===== src/rtl/rv32i_types.sv =====
// Shared RV32I types: machine word, RVFI monitor packet, commit-queue default depth.
package rv32i_types;

    typedef logic [31:0] rv32i_word;

    typedef struct packed {
        logic [63:0] order;
        rv32i_word   insn;
        logic        trap;
        logic        halt;
        logic        intr;
        logic [4:0]  rs1_addr;
        logic [4:0]  rs2_addr;
        rv32i_word   rs1_rdata;
        rv32i_word   rs2_rdata;
        logic [4:0]  rd_addr;
        rv32i_word   rd_wdata;
        rv32i_word   pc_rdata;
        rv32i_word   pc_wdata;
    } RVFIMonPacket;

    localparam int RVFI_Q_DEPTH = 4;

endpackage


===== src/rtl/rvfi_commit_slot.sv =====
// One commit-queue entry: packet storage plus valid/pending flags.
// clear drops the flags only; packet storage is cleared solely by rst.
module rvfi_commit_slot
    import rv32i_types::*;
(
    input  logic         clk,
    input  logic         rst,
    input  logic         set,
    input  RVFIMonPacket set_pkt,
    input  logic         set_pending,
    input  logic         patch,
    input  rv32i_word    patch_data,
    input  logic         clear,
    output RVFIMonPacket pkt,
    output logic         valid,
    output logic         pending
);

    always_ff @(posedge clk) begin
        if (rst) begin
            pkt     <= '0;
            valid   <= 1'b0;
            pending <= 1'b0;
        end else if (clear) begin
            valid   <= 1'b0;
            pending <= 1'b0;
        end else if (set) begin
            pkt     <= set_pkt;
            valid   <= 1'b1;
            pending <= set_pending;
        end else if (patch) begin
            pkt.rd_wdata <= patch_data;
            pending      <= 1'b0;
        end
    end

endmodule


===== src/rtl/rvfi_commit_fifo.sv =====
// In-order RVFI packet queue between retire and monitor; entries may await a late
// rd_wdata writeback, patched by tag, with a same-cycle bypass onto the head.
module rvfi_commit_fifo
    import rv32i_types::*;
#(
    parameter  int DEPTH = RVFI_Q_DEPTH,
    localparam int TAG_W = $clog2(DEPTH)
) (
    input  logic             clk,
    input  logic             rst,
    input  logic             flush,
    input  logic             in_valid,
    output logic             in_ready,
    input  RVFIMonPacket     in_pkt,
    input  logic             in_wait_wb,
    output logic [TAG_W-1:0] in_tag,
    input  logic             wb_valid,
    input  logic [TAG_W-1:0] wb_tag,
    input  rv32i_word        wb_data,
    output logic             out_valid,
    input  logic             out_ready,
    output RVFIMonPacket     out_pkt,
    output logic [TAG_W:0]   count
);

    logic [TAG_W-1:0] rd_ptr;
    logic [TAG_W-1:0] wr_ptr;
    RVFIMonPacket     slot_pkt [DEPTH];
    logic [DEPTH-1:0] slot_valid;
    logic [DEPTH-1:0] slot_pending;
    logic             enq;
    logic             deq;
    logic             bypass;

    assign in_ready = (count != (TAG_W+1)'(DEPTH));
    assign in_tag   = wr_ptr;

    // Head can commit the same cycle its writeback arrives.
    assign bypass    = slot_pending[rd_ptr] && wb_valid && (wb_tag == rd_ptr);
    assign out_valid = slot_valid[rd_ptr] && (!slot_pending[rd_ptr] || bypass);

    // flush blocks enqueue/dequeue/patch but does not mask out_valid.
    assign enq = in_valid && in_ready && !flush;
    assign deq = out_valid && out_ready && !flush;

    always_comb begin
        out_pkt = slot_pkt[rd_ptr];
        if (bypass) begin
            out_pkt.rd_wdata = wb_data;
        end
    end

    for (genvar i = 0; i < DEPTH; i++) begin : g_slot
        logic set_i;
        logic patch_i;
        logic clear_i;

        assign set_i   = enq && (wr_ptr == TAG_W'(i));
        assign patch_i = wb_valid && !flush && (wb_tag == TAG_W'(i))
                         && slot_valid[i] && slot_pending[i];
        // A bypassed head consumes its writeback: clear wins over patch.
        assign clear_i = flush || (deq && (rd_ptr == TAG_W'(i)));

        rvfi_commit_slot u_slot (
            .clk         (clk),
            .rst         (rst),
            .set         (set_i),
            .set_pkt     (in_pkt),
            .set_pending (in_wait_wb),
            .patch       (patch_i),
            .patch_data  (wb_data),
            .clear       (clear_i),
            .pkt         (slot_pkt[i]),
            .valid       (slot_valid[i]),
            .pending     (slot_pending[i])
        );
    end

    always_ff @(posedge clk) begin
        if (rst || flush) begin
            rd_ptr <= '0;
            wr_ptr <= '0;
            count  <= '0;
        end else begin
            if (enq) begin
                wr_ptr <= wr_ptr + TAG_W'(1);
            end
            if (deq) begin
                rd_ptr <= rd_ptr + TAG_W'(1);
            end
            case ({enq, deq})
                2'b10:   count <= count + (TAG_W+1)'(1);
                2'b01:   count <= count - (TAG_W+1)'(1);
                default: count <= count;
            endcase
        end
    end

endmodule


===== config.mk =====
export PLATFORM = sky130hd
export DESIGN_NAME = rvfi_commit_fifo
export DESIGN_NICKNAME = d
export VERILOG_FILES = /design/src/rtl/rv32i_types.sv /design/src/rtl/rvfi_commit_slot.sv /design/src/rtl/rvfi_commit_fifo.sv
export SDC_FILE = /design/constraint.sdc
export NUM_CORES = 2
export LEC_CHECK = 0
export BUFFER_PORTS_ARGS = -buffer_cell sky130_fd_sc_hd__buf_2
export CAP_MARGIN = 20
export CELL_PAD_IN_SITES_DETAIL_PLACEMENT = 2
export CELL_PAD_IN_SITES_GLOBAL_PLACEMENT = 2
export CORE_UTILIZATION = 42
export DETAILED_ROUTE_END_ITERATION = 7
export GPL_ROUTABILITY_DRIVEN = 0
export HOLD_SLACK_MARGIN = 0.02
export PLACE_DENSITY_LB_ADDON = 0.12
export SLEW_MARGIN = 0
export SYNTH_ARGS = -nofsm -noshare
export SYNTH_HDL_FRONTEND = slang
export SYNTH_SLANG_ARGS = --single-unit

===== constraint.sdc =====
create_clock -name clk -period 6.6 [get_ports clk]
set_clock_uncertainty 0.05 [all_clocks]
set_input_delay 1.98 -clock clk [delete_from_list [all_inputs] [get_ports clk]]
set_output_delay 1.98 -clock clk [all_outputs]
set_load 0.05 [all_outputs]

==> reports/results.txt <==
CP Capture Type - output port
CTS clk-pin slew, worst paths - 0.05 ns
Multi-input logic area - 29300 µm²
Initial antenna violation count - 66
Post-CTS Hold Fix Bufs - 0
Core outline area - 126000 µm²
Crit start category - primary input
Share of the synthesized area in the top cell type - 41.5%
DRC Markers - 0
Synth async-reset ratio - 0%
First-pass GRT wire length - 259 mm
Synthesized area - 53600 µm²
Largest area contributor in the netlist - dfxtp_1
Least-Margin Pin Slew - 1.16 ns
CP required - 4.57 ns
Via density - 5.59
Vias after detailed routing - 38600
Min Tclk post-route - 5.70 ns
CTS Buffer Depth - 3
Post-synth cell types - 49
Peak VDD IR - 248 µV
Vias in the first global route - 43300
Gr usage total - 25.5%
Share of cells above drive strength 1 - 24.9%
RSZ-0062 raised after global routing - no
Setup slack after layout - 0.903 ns
Final Hold Fails - 0
DRT iter0 DRCs - 2020
Largest net degree at the start of global routing - 158
DP Wirelength - 104 mm
Htree depth - 4
Most repeated library cell on the critical path - buf_2
Final period util - 86.3%
DIE AREA - 129000 µm²
Slowest stage delay, CP - 0.41 ns
Dominant synthesized flop cell - dfxtp_1
DRT Pass-1 Iters - 5
Fmax - 176 MHz
Setup_tns - 0 ns
Crit path max fanout - 32
DR WL/cell - 24.4 µm
# fillers - 12600
Final slew viol count - 0
Hold WS - 0.420 ns
ANT nets after route - 0
Worst EP arrival - 3.67 ns
Starting Density - 42.5%
Die Y - 359 µm
Critical path's slowest cell - buf_4
Cell Rows - 130
Pre-CTS setup slack - 0.934 ns
TritonCTS clock tree - yes
Placed Area - 57500 µm²
Cells after synthesis - 4785
Cell chain of the critical path - buf_2 > xor2_1 > nor3_1 > nand2_2 > buf_4 > mux2_2 > buf_2
Max Cap Viol - 0
Setup Buffers After CTS - 0
Root Buffer - clkbuf_16
Ys Warns - 0
Top cells by area, synth - dfxtp_1 41%, mux2i_1 18%, nand2b_1 14%, mux4_2 12%, mux2_2 2.9%
Pwr Density - 253 nW/µm²
Number of flops mapped to enable cells by yosys - 0
Status - finished clean
Leakage - 27.3 nW
Layout Cell Area excl Fill - 61900 µm²
Final Power - 0.0157 W
Worst path bufs/invs - 3
Area Overhead vs Synth - 15.5%
Crit path max-delay family - buffers and inverters
Gr ovfl total - 0
Resized cells post-CTS - 0
Hold Path Class - flip-flop to flip-flop
Final setup viols - 0
CTS buffer count - 133
FF/Latch Area - 22200 µm²
Crit Path Class - primary input to output port
I/O pin cnt - 596
Final WL - 169 mm
Layout net count - 5471
Die Wd - 359 µm
Register area share after synthesis - 41.5%
Worst-skew pair later-pin latency - 0.76 ns
CTS Sinks - 1111
Avg Cell Area, Syn - 11.2 µm²
Synth Register Bits - 1111
PortBufs - 595
Max-slew headroom - 22.4%
Syn nets - 5110
-- tightest hold or removal path, cell delays in order, from the launching register on --
cell and delay, ns:
dfxtp_1 0.31, nand2b_1 0.06, mux2i_1 0.05
-- routing by layer --
layer  wire length [µm]  GRT usage [%]
met2              84900           45.2
met1              69000           29.7
met5                349              0
met3               9670           6.69
met4               5010           8.58
-- logic make-up after synthesis --
| group | share of synthesized area [%] |
|---|---|
| compound gates | 3.38 |
| simple gates | 17.7 |
| flops | 41.5 |
| mux | 33.1 |
| fa+ha+maj | 0.247 |
| buf+inv | 4.06 |
| xor+xnor | 0.0817 |
-- through the flow --
step                std cells  utilization (%)
finish                   6914             49.1
global route             6910             49.1
global placement         6660             45.6
detailed placement       6660             45.6
CTS                      6898             49.1
floorplan                4785                -
-- Yosys cell counts (9+ instances only) --
cell type and number:
dfxtp_1 1111, mux4_2 276, nand2b_1 1214, buf_2 49
mux2_1 22, buf_4 37, nor2b_1 133, nand4_1 130
buf_6 39, mux2i_1 969, nand3_1 13, clkbuf_1 270
ha_1 9, o31ai_1 129, buf_1 45, a21oi_1 131
mux2_2 138
-- flip-flops by register name (all words and copies together), names as in the netlist --
name	flops
g_slot.u_slot.pkt	1096
in_tag	2
g_slot.u_slot.valid	4
g_slot.u_slot.pending	4
rd_ptr	2
count	3
-- cell usage in the layout, fill, tap and decap left out, drive strengths merged, types with 5 or more instances in the layout --
cell type and count:
a21oi 132, buf 666, clkbuf 207, clkinv 20
dfxtp 1111, diode 15, ha 9, inv 15
mux2 160, mux2i 969, mux4 276, nand2 8
nand2b 1214, nand3 13, nand4 130, nor2 7
nor2b 133, nor3 5, o21ai 7, o31ai 129
-- final timing paths --
kind | from | to | slack, ns | depth (start not counted)
setup / recovery | wb_tag[1] | out_pkt[75] | 0.90 | 7
hold / removal | g_slot[0].u_slot.pkt[238] | g_slot[0].u_slot.pkt[238] | 0.42 | 2
setup reg to reg | rd_ptr[1] | g_slot[0].u_slot.pkt[34] | 2.90 | 6
hold reg to reg | g_slot[0].u_slot.pkt[238] | g_slot[0].u_slot.pkt[238] | 0.42 | 2
-- report_power, final --
| part | switching, W | leakage, nW | internal, W |
|---|---|---|---|
| clock | 0.00299 | 2.12 | 0.00430 |
| sequential | 0.0000669 | 8.98 | 0.00683 |
| combinational | 0.000946 | 16.2 | 0.000538 |
| total | 0.00401 | 27.3 | 0.0117 |
-- final cells by class --
cell class                 instances  area share (%)
antenna                           15          0.0607
inverter                           8          0.0566
tap                             1650            3.34
sequential                      1111            35.9
clock buffer                     207            6.48
timing repair buffer             666            6.30
multi-input combinational       3226            47.3
clock inverter                    31           0.473
No activity file was read; power rests on OpenSTA's default activity.
